**src/rtl/thermo_level_ctrl.sv**
```systemverilog
// Ramp sequencer for the thermometer-code encoder: accepts a target level and
// walks the 4-bit level toward it one code per TICK_DIV cycles, with pause/abort.
module thermo_level_ctrl #(
    parameter int unsigned TICK_DIV = 4
) (
    input  logic       clk,
    input  logic       rst,
    input  logic       tgt_valid,
    input  logic [3:0] tgt_level,
    output logic       tgt_ready,
    input  logic       pause,
    input  logic       abort,
    output logic [3:0] level,
    output logic       busy,
    output logic       done
);

    // A divide-by-one prescaler still needs a one-bit register that stays at zero.
    localparam int unsigned PW = (TICK_DIV > 1) ? $clog2(TICK_DIV) : 1;
    localparam logic [PW-1:0] PRESC_LAST = PW'(TICK_DIV - 1);

    typedef enum logic [1:0] {
        IDLE = 2'd0,
        UP   = 2'd1,
        DOWN = 2'd2
    } state_t;

    state_t        state_reg, state_next;
    logic [3:0]    level_reg, level_next;
    logic [3:0]    target_reg, target_next;
    logic [PW-1:0] presc_reg, presc_next;
    logic          done_reg, done_next;

    logic          step_due;
    logic [3:0]    level_step;

    always_ff @(posedge clk) begin
        if (rst) begin
            state_reg  <= IDLE;
            level_reg  <= 4'd0;
            target_reg <= 4'd0;
            presc_reg  <= '0;
            done_reg   <= 1'b0;
        end else begin
            state_reg  <= state_next;
            level_reg  <= level_next;
            target_reg <= target_next;
            presc_reg  <= presc_next;
            done_reg   <= done_next;
        end
    end

    assign step_due   = (presc_reg == PRESC_LAST);
    // Direction is latched at acceptance and the ramp stops on target, so
    // these increments can never wrap.
    assign level_step = (state_reg == UP) ? (level_reg + 4'd1) : (level_reg - 4'd1);

    always_comb begin
        state_next  = state_reg;
        level_next  = level_reg;
        target_next = target_reg;
        presc_next  = presc_reg;
        done_next   = 1'b0;

        case (state_reg)
            IDLE: begin
                if (tgt_valid) begin
                    target_next = tgt_level;
                    presc_next  = '0;
                    if (tgt_level > level_reg) begin
                        state_next = UP;
                    end else if (tgt_level < level_reg) begin
                        state_next = DOWN;
                    end else begin
                        done_next = 1'b1;
                    end
                end
            end
            UP, DOWN: begin
                // Abort outranks both pause and a step falling on the same edge.
                if (abort) begin
                    state_next = IDLE;
                    presc_next = '0;
                end else if (!pause) begin
                    if (step_due) begin
                        presc_next = '0;
                        level_next = level_step;
                        if (level_step == target_reg) begin
                            state_next = IDLE;
                            done_next  = 1'b1;
                        end
                    end else begin
                        presc_next = presc_reg + 1'b1;
                    end
                end
            end
            default: begin
                state_next = IDLE;
                presc_next = '0;
            end
        endcase
    end

    assign tgt_ready = (state_reg == IDLE) && !rst;
    assign busy      = (state_reg == UP) || (state_reg == DOWN);
    assign level     = level_reg;
    assign done      = done_reg;

endmodule

```
**config.mk**
```make
export PLATFORM = sky130hd
export DESIGN_NAME = thermo_level_ctrl
export DESIGN_NICKNAME = d
export VERILOG_FILES = /design/src/rtl/thermo_level_ctrl.sv
export SDC_FILE = /design/constraint.sdc
export NUM_CORES = 1
export LEC_CHECK = 0
export CORE_ASPECT_RATIO = 0.8
export CORE_MARGIN = 8
export CORE_UTILIZATION = 54
export CTS_CLUSTER_SIZE = 24
export DETAILED_ROUTE_END_ITERATION = 8
export MAX_ROUTING_LAYER = met4
export PLACE_DENSITY = 0.89
export SETUP_SLACK_MARGIN = 0.3
export SKIP_CTS_REPAIR_TIMING = 1
export SLEW_MARGIN = 40
export SYNTH_ARGS = -nofsm -noshare
export SYNTH_HDL_FRONTEND = slang
export SYNTH_SLANG_ARGS = --single-unit
```
**constraint.sdc**
```tcl
create_clock -name clk -period 3.6 [get_ports clk]
set_input_delay 0.54 -clock clk [delete_from_list [all_inputs] [get_ports clk]]
set_output_delay 0.54 -clock clk [all_outputs]
set_load 0.02 [all_outputs]
```
==> results.toml <==
[critical_path]
worstPathMaxFanout = 13
r2r_cells = 8
critPathLaunch = "rst"
crit_path_end = "tgt_ready"
crit_type = "input pin to output port"
required_ns = 3.06
cp_num_cells = 3
slowest_stage = "clkdlybuf4s50_1"
cpMostUsedCell = "clkdlybuf4s50_1"
cp_cell_sequence = "clkdlybuf4s50_1 > nor2b_1 > clkdlybuf4s50_1"
start_kind = "input pin"
cpLargestDelayFamily = "buffers and inverters"
r2r-end = "state_reg[1]$_SDFFE_PP0P_"
reg2reg_from = "state_reg[1]$_SDFFE_PP0P_"
rrSetupSlack_ns = 1.13
slowest_delay_ns = 0.66
crit_arrival_ns = 2.17
cp.buffers_inverters = 2
end_kind = "output port"

[min_path]
hold_depth = 2
min_path_type = "flop to flop"

[global_routing]
antenna_found_initial = 0
overflow = 0
grt_util_all_layers_pct = 13.2
grt_start_max_net_pins = 14
grt_pass1_vias = 749
grt_pass1_wl_mm = 3.23

[place]
place_area_um2 = 1060
portBuffers = 15
dpl.cell_count = 140
place_congestion = 0.837
post-dp-hpwl_mm = 1.57

[power_and_ir_drop]
ir_worst_vdd_mv = 0.196
powerDensity_nw_per_um2 = 366
power.leakage_nw = 0.447

[timing]
slew_viol_final = 0
max_clock_freq_mhz = 369
rsz0062_at_grt = "false"
finalSetupViolCount = 0
setup_tns_ns = 0
fin_skew_ns = 0.00659
period_share_pct = 75.3
worstMarginPinSlew_ns = 0.481
min_period_ns = 2.71
relSlewSlack_pct = 67.9
final-hold-violation-count = 0

[routing]
via_per_inst = 5.53
drt_iter0_drc = 32
ant_nets = 0
drc = 0
wl_mm = 1.88
wire_per_inst_um = 13.0
drtPass1Iterations = 4
routed-via-count = 797

[job]
maxCapViolCount = 0

[floorplanning]
dieHeight_um = 52.4
initial_core_util_pct = 56.1
die_x_um = 61.5
pin_count = 16
core_area_um2 = 1590
design.die.area_um2 = 3220
placementRows = 13

[layout]
most-common-layout-cells = "clkdlybuf4s50_1 (15), dfxtp_1 (13), inv_1 (12)"
postLayoutCellArea_um2 = 1090
n_antenna_cell = 0
drive_gt1_share_pct = 4.92
nets = 143
syn_to_final_growth_pct = 21.7
fin_cells = 144
layout.cells.most_common = "clkdlybuf4s50_1"

[yosys]
yosys.area.top_type = "dfxtp_1"
ys_seq_area_share_pct = 29.1
yosysUniqueCellTypes = 32
yosys_warnings = 0
synthTopCellsByArea = "dfxtp_1 (29%), ha_1 (14%), inv_1 (5.0%)"
syn_avg_cell_area_um2 = 8.44
netlist_instances = 106
syn_area_um2 = 895
ys_seq_elements = 13
synth_top_area_share_pct = 29.1
syn-num-nets = 126

[clocking]
ctsRootBufferMaster = "clkbuf_4"
numCtsBuffers = 3
clock_latency_ns = 0.27
clock_sinks = 13
cts_max_level = 1
cts_tree = "built"
cts_buffer_depth = 2
path_clk_slew_ns = 0.08

[outcome]
outcome = "complete, no violations"
-- tightest hold or removal path, stage by stage, from the launching register on --
cell,delay (ns)
dfxtp_1,0.32
nand2_1,0.05
a21oi_1,0.05
-- where the power goes --
group          leakage [nW]  switching (mW)  internal [mW]
Clock                0.0177          0.0479         0.0412
Combinational         0.323          0.0797         0.0676
Sequential            0.106         0.00801          0.154
-- final cells by class --
type / count / area (µm²)
Clock buffer: 3 / 22.5
Clock inverter: 1 / 5.00
Fill cell: 144 / 505
Inverter: 12 / 45.0
Multi-Input combinational cell: 78 / 578
Sequential cell: 13 / 260
Tap cell: 22 / 27.5
Timing Repair Buffer: 15 / 150
-- routing by layer --
layer	up-vias	routed length (µm)	share of wire (%)	GRT usage (%)
met1	387	851	45	15.4
met2	15	942	50	22.2
met3	0	83	4.4	4.66
li1	395	-	-	-
met4	0	0	0	1.13
met5	-	0	0	-
-- worst min-delay path by stage --
stage	from	to
3_3_place_gp	target_reg[2]$_SDFFE_PP0P_	target_reg[2]$_SDFFE_PP0P_
4_1_cts	target_reg[2]$_SDFFE_PP0P_	target_reg[2]$_SDFFE_PP0P_
6_report	target_reg[2]$_SDFFE_PP0P_	target_reg[2]$_SDFFE_PP0P_
5_1_grt	target_reg[2]$_SDFFE_PP0P_	target_reg[2]$_SDFFE_PP0P_
3_5_place_dp	target_reg[2]$_SDFFE_PP0P_	target_reg[2]$_SDFFE_PP0P_
2_1_floorplan	target_reg[2]$_SDFFE_PP0P_	target_reg[2]$_SDFFE_PP0P_
-- cells by family after synthesis --
family | Yosys count | synth area share (%)
AO/OA/AOI/OAI | 23 | 16.6
XOR/XNOR | 7 | 9.93
adder cells (fa/ha/maj) | 11 | 16.2
buffers and inverters | 15 | 6.29
flip-flops | 13 | 29.1
multiplexers | 2 | 2.24
AND/OR/NAND/NOR | 35 | 19.6
-- stage by stage --
step | setup WS, ns | power [mW] | utilization, % | hold WS, ns
global route | 0.813 | 0.425 | 68.3 | 0.490
global placement | 0.950 | 0.304 | 66.6 | 0.450
finish | 0.889 | 0.398 | 68.3 | 0.461
detailed placement | 0.866 | 0.311 | 66.6 | 0.451
floorplan | 1.29 | 0.268 | - | 0.437
CTS | 0.880 | 0.402 | 68.3 | 0.463
-- cells in the mapped netlist --
cell,instances
dfxtp_1,13
inv_1,12
ha_1,10
a21oi_1,8
nand3_1,8
nor2_1,8
nand2_1,7
xnor2_1,4
clkbuf_1,3
nand2b_1,3
a211oi_1,2
a31oi_1,2
mux2i_1,2
nor2b_1,2
nor3_1,2
o21a_1,2
o21ai_0,2
xnor3_1,2
a21boi_0,1
a21o_1,1
a22oi_1,1
a31o_1,1
and2_1,1
fa_1,1
nand4_1,1
nor4_2,1
o211a_1,1
o211ai_1,1
o21bai_1,1
or2_2,1
or3_1,1
xor2_1,1
(Power assumes the default switching activity.)
